## src/rtl/fb_access_arbiter.sv

```systemverilog
`default_nettype none
// +--------------------------------------------------------------------------+
// | fb_access_arbiter                                                        |
// | Single-port framebuffer arbiter: scanout reads, frame clear, PPU writes. |
// | Revision: 1.0                                                            |
// +--------------------------------------------------------------------------+
module fb_access_arbiter #(
  parameter int         FIFO_DEPTH = 4,
  parameter logic [5:0] CLEAR_CODE = 6'h0F
) (
  input  logic       ppu_ctl_clk,
  input  logic       rst,
  input  logic       wr_req,
  input  logic [7:0] wr_x,
  input  logic [7:0] wr_y,
  input  logic [5:0] wr_data,
  output logic       wr_ready,
  input  logic       rd_req,
  input  logic [7:0] rd_x,
  input  logic [7:0] rd_y,
  output logic       rd_valid,
  output logic [5:0] rd_data,
  input  logic       clr_start,
  output logic       clr_busy,
  output logic [7:0] drop_cnt,
  output logic       mem_cs,
  output logic       mem_we,
  output logic [7:0] mem_x,
  output logic [7:0] mem_y,
  output logic [5:0] mem_wdata,
  input  logic [5:0] mem_rdata
);

  localparam int         AW          = (FIFO_DEPTH > 1) ? $clog2(FIFO_DEPTH) : 1;
  localparam logic [AW:0] C_DEPTH    = (AW+1)'(FIFO_DEPTH);
  localparam logic [7:0] C_LAST_X    = 8'd255;
  localparam logic [7:0] C_LAST_Y    = 8'd239;
  localparam logic [0:0] S_IDLE      = 1'b0;
  localparam logic [0:0] S_CLEAR     = 1'b1;

  logic [0:0]  state_q, state_d;
  logic [7:0]  clr_x_q, clr_x_d;
  logic [7:0]  clr_y_q, clr_y_d;
  logic [7:0]  drop_cnt_q, drop_cnt_d;
  logic        rd_valid_q;
  logic [AW-1:0] wptr_q, wptr_d;
  logic [AW-1:0] rptr_q, rptr_d;
  logic [AW:0]   count_q, count_d;
  logic [21:0]   fifo_mem_q [FIFO_DEPTH];

  logic        fifo_full;
  logic        fifo_empty;
  logic        push;
  logic        pop;
  logic [21:0] head;
  logic        head_in_range;
  logic        clear_step;
  logic        clear_last;

  assign clr_busy      = (state_q == S_CLEAR);
  assign fifo_full     = (count_q == C_DEPTH);
  assign fifo_empty    = (count_q == '0);
  assign wr_ready      = !fifo_full && !clr_busy;
  assign push          = wr_req && wr_ready;
  // Reads and the clear sweep both starve the write queue.
  assign pop           = !fifo_empty && !rd_req && !clr_busy;
  assign head          = fifo_mem_q[rptr_q];
  assign head_in_range = (head[13:6] <= C_LAST_Y);
  assign clear_step    = clr_busy && !rd_req;
  assign clear_last    = (clr_x_q == C_LAST_X) && (clr_y_q == C_LAST_Y);

  assign rd_valid = rd_valid_q;
  assign rd_data  = rd_valid_q ? mem_rdata : 6'd0;
  assign drop_cnt = drop_cnt_q;

  always_comb begin
    mem_cs    = 1'b0;
    mem_we    = 1'b0;
    mem_x     = 8'd0;
    mem_y     = 8'd0;
    mem_wdata = 6'd0;
    if (rd_req) begin
      mem_cs = 1'b1;
      mem_x  = rd_x;
      mem_y  = rd_y;
    end else if (clear_step) begin
      mem_cs    = 1'b1;
      mem_we    = 1'b1;
      mem_x     = clr_x_q;
      mem_y     = clr_y_q;
      mem_wdata = CLEAR_CODE;
    end else if (pop && head_in_range) begin
      mem_cs    = 1'b1;
      mem_we    = 1'b1;
      mem_x     = head[21:14];
      mem_y     = head[13:6];
      mem_wdata = head[5:0];
    end
  end

  always_comb begin
    state_d = state_q;
    clr_x_d = clr_x_q;
    clr_y_d = clr_y_q;
    case (state_q)
      S_IDLE: begin
        if (clr_start) begin
          state_d = S_CLEAR;
          clr_x_d = 8'd0;
          clr_y_d = 8'd0;
        end
      end
      S_CLEAR: begin
        if (clear_step) begin
          if (clear_last) begin
            state_d = S_IDLE;
            clr_x_d = 8'd0;
            clr_y_d = 8'd0;
          end else begin
            clr_x_d = clr_x_q + 8'd1;
            if (clr_x_q == C_LAST_X) begin
              clr_y_d = clr_y_q + 8'd1;
            end
          end
        end
      end
      default: state_d = S_IDLE;
    endcase
  end

  always_comb begin
    drop_cnt_d = drop_cnt_q;
    if (pop && !head_in_range && (drop_cnt_q != 8'hFF)) begin
      drop_cnt_d = drop_cnt_q + 8'd1;
    end
  end

  // Depth is a power of two, so pointers wrap naturally.
  always_comb begin
    wptr_d  = push ? wptr_q + 1'b1 : wptr_q;
    rptr_d  = pop  ? rptr_q + 1'b1 : rptr_q;
    count_d = count_q;
    if (push && !pop) begin
      count_d = count_q + 1'b1;
    end else if (!push && pop) begin
      count_d = count_q - 1'b1;
    end
  end

  always_ff @(posedge ppu_ctl_clk or posedge rst) begin
    if (rst) begin
      state_q    <= S_IDLE;
      clr_x_q    <= 8'd0;
      clr_y_q    <= 8'd0;
      drop_cnt_q <= 8'd0;
      rd_valid_q <= 1'b0;
      wptr_q     <= '0;
      rptr_q     <= '0;
      count_q    <= '0;
    end else begin
      state_q    <= state_d;
      clr_x_q    <= clr_x_d;
      clr_y_q    <= clr_y_d;
      drop_cnt_q <= drop_cnt_d;
      rd_valid_q <= rd_req;
      wptr_q     <= wptr_d;
      rptr_q     <= rptr_d;
      count_q    <= count_d;
    end
  end

  always_ff @(posedge ppu_ctl_clk) begin
    if (push) begin
      fifo_mem_q[wptr_q] <= {wr_x, wr_y, wr_data};
    end
  end

endmodule
`default_nettype wire

```

## config.mk

```make
export PLATFORM = sky130hd
export DESIGN_NAME = fb_access_arbiter
export DESIGN_NICKNAME = d
export VERILOG_FILES = /design/src/rtl/fb_access_arbiter.sv
export SDC_FILE = /design/constraint.sdc
export NUM_CORES = 1
export LEC_CHECK = 0
export BUFFER_PORTS_ARGS = -buffer_cell sky130_fd_sc_hd__buf_2
export CORE_MARGIN = 8
export CORE_UTILIZATION = 48
export DETAILED_ROUTE_END_ITERATION = 8
export GPL_TIMING_DRIVEN = 0
export PLACE_DENSITY_LB_ADDON = 0.12
export SLEW_MARGIN = 30
export SYNTH_ARGS = -nofsm -noshare
export SYNTH_HDL_FRONTEND = slang
export SYNTH_SLANG_ARGS = --single-unit
```

## constraint.sdc

```tcl
create_clock -name ppu_ctl_clk -period 5.3 [get_ports ppu_ctl_clk]
set_input_delay 0.265 -clock ppu_ctl_clk [delete_from_list [all_inputs] [get_ports ppu_ctl_clk]]
set_output_delay 0.265 -clock ppu_ctl_clk [all_outputs]
set_load 0.02 [all_outputs]
```

==> impl_metrics.yaml, run 1 <==
outcome:
  status: "finished clean"
timing:
  setup_slack_ps: 2250
  hold_viol: 0
  finalClockSkew_ps: 5.78
  fmax_mhz: 328
  worst_pin_slew_ps: 712
  setup_violations: 0
  min_period_over_period_pct: 57.5
  tns_ps: 0
  slew_headroom_pct: 52.5
  maxSlewViolCount: 0
  period_needed_ps: 3050
  rsz0062_at_grt: "false"
clock_network:
  clockBufferDepth: 2
  htreeDepth: 4
  clock_latency_ps: 500
  clock-sinks: 121
  cts_buffers: 17
  cts_tree: "yes"
  clkSlewWorstSetupHoldPaths_ps: 50
  cts_root_buffer: "clkbuf_8"
finish:
  nets: 554
  layout-drive-gt1-share_pct: 30.3
  layoutNonFillerInstCount: 650
  ff_latch_area_um2: 3470
  nFillCells: 826
  multi_input_area_um2: 1790
  area_growth_pct: 27.5
  finalInstanceArea_um2: 6850
synthesis:
  yosys.area.top_type: "edfxtp_1"
  synth_flop_cell: "edfxtp_1"
  synth_most_common_cell: "edfxtp_1"
  syn_area_per_cell_um2: 14.8
  syn_area_um2: 5380
  synth_common_cells: "edfxtp_1, dfrtp_1, nand2_1, mux4_2, nor2_1"
  syn_nets: 421
  seq_area_frac_synth_pct: 64.5
  ys_types: 45
  ys_warn_count: 0
  ys_ff_latch: 121
  syn_inst: 363
  synthArstFlopShare_pct: 27.3
  synth.area.top_cells: "edfxtp_1, dfrtp_1, mux4_2"
  synth_top_area_share_pct: 49.2
  synth-edff-count: 88
grt:
  antenna_found_initial: 0
  grt_pass1_wl_um: 19300
  grt_usage_pct: 17.1
  grt_max_degree: 34
  grt_overflow: 0
  grt_pass1_vias: 3795
routing:
  first_pass_iters: 4
  vias_per_cell: 5.53
  drt-initial-drc-count: 252
  num_vias: 3596
  wire_per_inst_um: 18.7
  ant_nets: 0
  wl_um: 12100
  drc: 0
critical_path:
  arrival_ps: 2780
  critical_path_class: "flop to primary output"
  crit_required_ps: 5040
  crit_path_start_kind: "flop"
  cp_max_fo: 10
  crit_path_end_kind: "primary output"
floorplan:
  rows: 38
  ios: 90
  die_area_um2: 14800
  die_h_um: 122
  coreArea_um2: 10900
  initial_core_util_pct: 49.4
  dieWidth_um: 122
place:
  hpwl_um: 8220
  gp_congestion: 0.834
  place_inst: 592
  place_area_um2: 6000
  port_buffers: 89
  pre_cts_ws_ps: 2610
pwr:
  pwr_density_cell_nw_per_um2: 354
  ir_drop_mv: 0.189
  leakagePower_nw: 2.76
hold_path:
  hold_class: "primary input to flop"
flow_run:
  max-cap-violations: 0
## per-layer routing
metal  part of all wire, %  up-vias  GRT usage [%]
met5                     0        -              0
met3                   7.9       14           4.67
met2                    49      130           28.0
met4                   1.3        0           7.17
li1                      -     1685              -
met1                    41     1767           21.1
## area by class of cell
| type | instances | area share (%) |
|---|---|---|
| Clock buffer | 25 | 7.08 |
| Clock inverter | 7 | 1.66 |
| Antenna cell | 1 | 0.0365 |
| Multi-Input combinational cell | 215 | 26.1 |
| Inverter | 6 | 0.329 |
| Timing Repair Buffer | 114 | 10.1 |
| Sequential cell | 121 | 50.6 |
| Buffer | 21 | 1.44 |
| Tap cell | 140 | 2.56 |
## per-stage QoR
| step | power [W] | hold slack (ps) | util [%] |
|---|---|---|---|
| detailed placement | 0.00129 | 395 | 55.1 |
| CTS | 0.00245 | 199 | 62.9 |
| global route | 0.00252 | 227 | 62.9 |
| finish | 0.00243 | 217 | 63.0 |
| floorplan | 0.00121 | 296 | - |
| global placement | 0.00128 | 388 | 55.1 |
## registers in the layout, summed over array words and instances, names as in the netlist
register,flops
clr_busy,1
clr_x_q,8
clr_y_q,8
count_q,3
drop_cnt,8
fifo_mem_q,88
rd_valid,1
rptr_q,2
wptr_q,2
## power breakdown
group / leakage, nW / total, W / switching (W) / internal [W]
sequential: 1.22 / 0.00107 / 0.0000324 / 0.00104
combinational: 1.24 / 0.000207 / 0.000108 / 0.0000996
clock: 0.295 / 0.00115 / 0.000379 / 0.000768
## critical path, cell delays in order, from the launching register on
cell and delay (ps):
dfrtp_1 480, buf_2 340, clkbuf_1 520, mux4_2 450, a221o_1 330, buf_2 160
## repair_timing
item / 4_1_cts / 5_1_grt
hold buffers: 25 / 0
resized for setup: 0 / 0
hold endpoints to repair: 123 / 0
buffers inserted: 0 / 0
## kinds of logic after synthesis
group	Yosys count	synth area share [%]
flip-flops	121	64.5
buffers and inverters	27	2.26
multiplexers	25	9.84
adder cells (fa/ha/maj)	9	2.23
XOR/XNOR	16	2.61
AND/OR/NAND/NOR	107	10.3
AO/OA/AOI/OAI	58	8.22
## layout by cell type, fill, tap and decap left out, types with 2 or more instances in the layout
cell	count
buf_2	93
edfxtp_1	88
dfrtp_1	33
nand2_1	28
dlygate4sd3_1	25
mux4_2	22
nor2_1	21
clkbuf_1	19
clkbuf_16	17
a221o_1	14
nand3_1	13
o21ai_0	12
and2_1	11
xor2_1	11
ha_1	8
a21o_1	6
and3_1	5
a31oi_1	5
xnor2_1	5
inv_1	5
nor4_1	5
a21oi_1	4
and3_2	4
nand4_1	3
o211ai_1	3
and4_1	3
a22o_1	3
nand2b_1	3
nor3_1	3
clkbuf_8	3
bufinv_16	3
clkinv_2	3
nor2b_1	2
a41oi_1	2
or3_1	2
o21a_1	2
a32o_1	2
mux2_2	2
buf_4	2
## path summary, 6_finish.rpt
kind,to,cells past startpoint,slack [ps],startpoint
min reg2reg,drop_cnt[7],1,490,drop_cnt[7]
max in group asynchronous,clr_y_q[2],3,4410,rst
max,mem_y[2],5,2250,rptr_q[1]
min,wptr_q[0],3,220,wr_req
min in group asynchronous,wptr_q[0],3,430,rst
max reg2reg,count_q[2],8,2630,count_q[0]
Power figures use the tool's default switching activity.
==> run 2: changes to the inputs <==
ABC_AREA = 1   (was default)
clock period = 3.2 ns   (was 5.3 ns; I/O delays follow)
==> impl_metrics.yaml, run 2 <==
clock_network:
  clockBufferDepth: 2
  htreeDepth: 4
  clock_latency_ps: 410
  clock-sinks: 121
  cts_buffers: 17
  cts_root_buffer: "clkbuf_16"
  cts_tree: "yes"
  cts_setup_buffers: 0
  clkSlewWorstSetupHoldPaths_ps: 50
  cts_resized: 0
pwr:
  pwr_density_cell_nw_per_um2: 591
  ir_drop_mv: 0.470
  leakagePower_nw: 3.19
floorplan:
  die_h_um: 125
  dieWidth_um: 125
  rows: 39
  coreArea_um2: 11500
  initial_core_util_pct: 49.6
  die_area_um2: 15600
  ios: 90
synthesis:
  syn_inst: 578
  synth_top_area_share_pct: 46.5
  synth.area.top_cells: "edfxtp_1, dfrtp_1, nand2_1"
  ys_warn_count: 0
  synth_flop_cell: "edfxtp_1"
  synth_most_common_cell: "nand2_1"
  synth_common_cells: "nand2_1, edfxtp_1, nor2_1, nand3_1, inv_1"
  syn_area_per_cell_um2: 9.84
  yosys.area.top_type: "edfxtp_1"
  syn_area_um2: 5690
  seq_area_frac_synth_pct: 61.0
  syn_nets: 636
  synth-edff-count: 88
  ys_types: 29
  synthArstFlopShare_pct: 27.3
  ys_ff_latch: 121
finish:
  area_growth_pct: 28.5
  nFillCells: 921
  final_common_cell: "nand2_1"
  top_register: "fifo_mem_q"
  largest_register_ffs: 88
  layout-drive-gt1-share_pct: 22.4
  layoutNonFillerInstCount: 870
  layout_common_cells: "nand2_1, buf_2, edfxtp_1"
  antenna_cells: 0
  nets: 772
critical_path:
  rrSetupSlack_ps: 770
  r2r_start: "clr_busy"
  reg2reg_depth: 9
  crit_family: "buffers and inverters"
  timing.rr.end: "count_q[2]"
  cp_max_fo: 10
  arrival_ps: 2340
  crit_path_cell_trace: "inv_2 > buf_6 > clkbuf_1 > o21ai_0 > o22ai_1 > nand3_1 > nand3_1 > buf_2"
  critical_path_class: "flop to primary output"
  path_buf_inv: 4
  cp_common_cell: "nand3_1"
  crit_path_end_kind: "primary output"
  crit_required_ps: 3040
  slowest_stage: "dfrtp_1"
  crit_path_start_kind: "flop"
  cpPeakStageDelay_ps: 460
routing:
  num_vias: 4592
  drc: 0
  vias_per_cell: 5.28
  ant_nets: 0
  wl_um: 14600
  drt-initial-drc-count: 424
  wire_per_inst_um: 16.7
  first_pass_iters: 4
grt:
  grt_usage_pct: 19.2
  grt_overflow: 0
  grt_pass1_vias: 4741
  antenna_found_initial: 0
  grt_max_degree: 34
  grt_pass1_wl_um: 23900
place:
  place_inst: 814
  gp_congestion: 0.876
  port_buffers: 89
  hpwl_um: 10100
timing:
  maxSlewViolCount: 0
  rsz0062_at_grt: "false"
  worst_pin_slew_ps: 736
  slew_headroom_pct: 50.9
  finalClockSkew_ps: 6.71
  hold_viol: 0
  setup_violations: 0
  min_period_over_period_pct: 78.2
  fmax_mhz: 399
  tns_ps: 0
  period_needed_ps: 2500
hold_path:
  holdPathEnd: "clr_busy"
  hold_start: "clr_start"
  hold_class: "primary input to flop"
  holdPathStages: 3
flow_run:
  max-cap-violations: 0
outcome:
  status: "finished clean"
-- run 2: cells by family (layout without fill, tap and decap cells) --
kind of cell | count (synthesis) | count (layout) | synth area share (%)
simple gates | 286 | 286 | 22.0
flops | 121 | 121 | 61.0
buf+inv | 76 | 225 | 6.01
compound gates | 73 | 73 | 6.87
xor+xnor | 13 | 13 | 2.00
fa+ha+maj | 9 | 9 | 2.11
-- run 2: what timing repair did --
| item | 4_1_cts | 5_1_grt |
|---|---|---|
| hold buffers | 24 | 0 |
| endpoints found under the hold margin | 122 | 0 |
| setup endpoints to repair | 0 | 0 |
-- run 2: area by class of cell --
cell class	instances	area [um^2]	area share (%)
Clock inverter	13	194	2.66
Clock buffer	19	433	5.93
Sequential cell	121	3470	47.5
Multi-Input combinational cell	381	1910	26.1
Buffer	24	141	1.94
Timing Repair Buffer	117	783	10.7
Tap cell	143	179	2.45
Inverter	52	200	2.74
-- run 2: worst max-delay path by stage --
| stage | from | end | slack [ps] | cells after the start |
|---|---|---|---|---|
| 4_1_cts | rptr_q[1] | mem_y[1] | 700 | 8 |
| 3_3_place_gp | clr_busy | fifo_mem_q[0][4] | 20 | 3 |
| 5_1_grt | rptr_q[1] | mem_y[1] | 520 | 8 |
| 2_1_floorplan | clr_busy | fifo_mem_q[0][0] | 590 | 3 |
| 6_report | rptr_q[1] | mem_y[1] | 700 | 8 |
| 3_5_place_dp | clr_busy | count_q[2] | 750 | 9 |
-- run 2: power breakdown --
group	switching [W]	total, W	internal, W
Sequential	0.0000564	0.00179	0.00174
Combinational	0.000322	0.000514	0.000193
Clock	0.000702	0.00201	0.00131
Total	0.00108	0.00432	0.00324
-- run 2: worst reg2reg max path, cell delays in order, from the launching register on --
cell and delay, ps:
dfrtp_1 500, a31oi_1 270, nand2_1 320, inv_1 200, ha_1 160, inv_1 70
fa_1 380, a21oi_1 150, o21ai_0 110, xor2_1 150
-- run 2: per-layer routing --
metal  wire [um]  up-vias  global-route usage [%]  share of wire [%]
met5           0        -                       0                  0
met4         243        0                    6.86                1.7
met3        1040       23                    6.04                7.1
met2        7240      157                    32.2                 50
met1        6050     2172                    22.8                 42
li1            -     2240                       -                  -
-- run 2: per-stage QoR --
step / setup WS [ps] / total power [W] / area (um^2) / utilization [%] / hold slack, ps
after floorplan: 588 / 0.00214 / 5690 / - / 191
final: 697 / 0.00432 / 7300 / 63.7 / 48.8
after CTS: 700 / 0.00434 / 7300 / 63.7 / 23.3
after detailed placement: 747 / 0.00231 / 6440 / 56.1 / 283
after global routing: 519 / 0.00448 / 7300 / 63.7 / 62.2
after global placement: 16.0 / 0.00229 / 6310 / 55.0 / 280
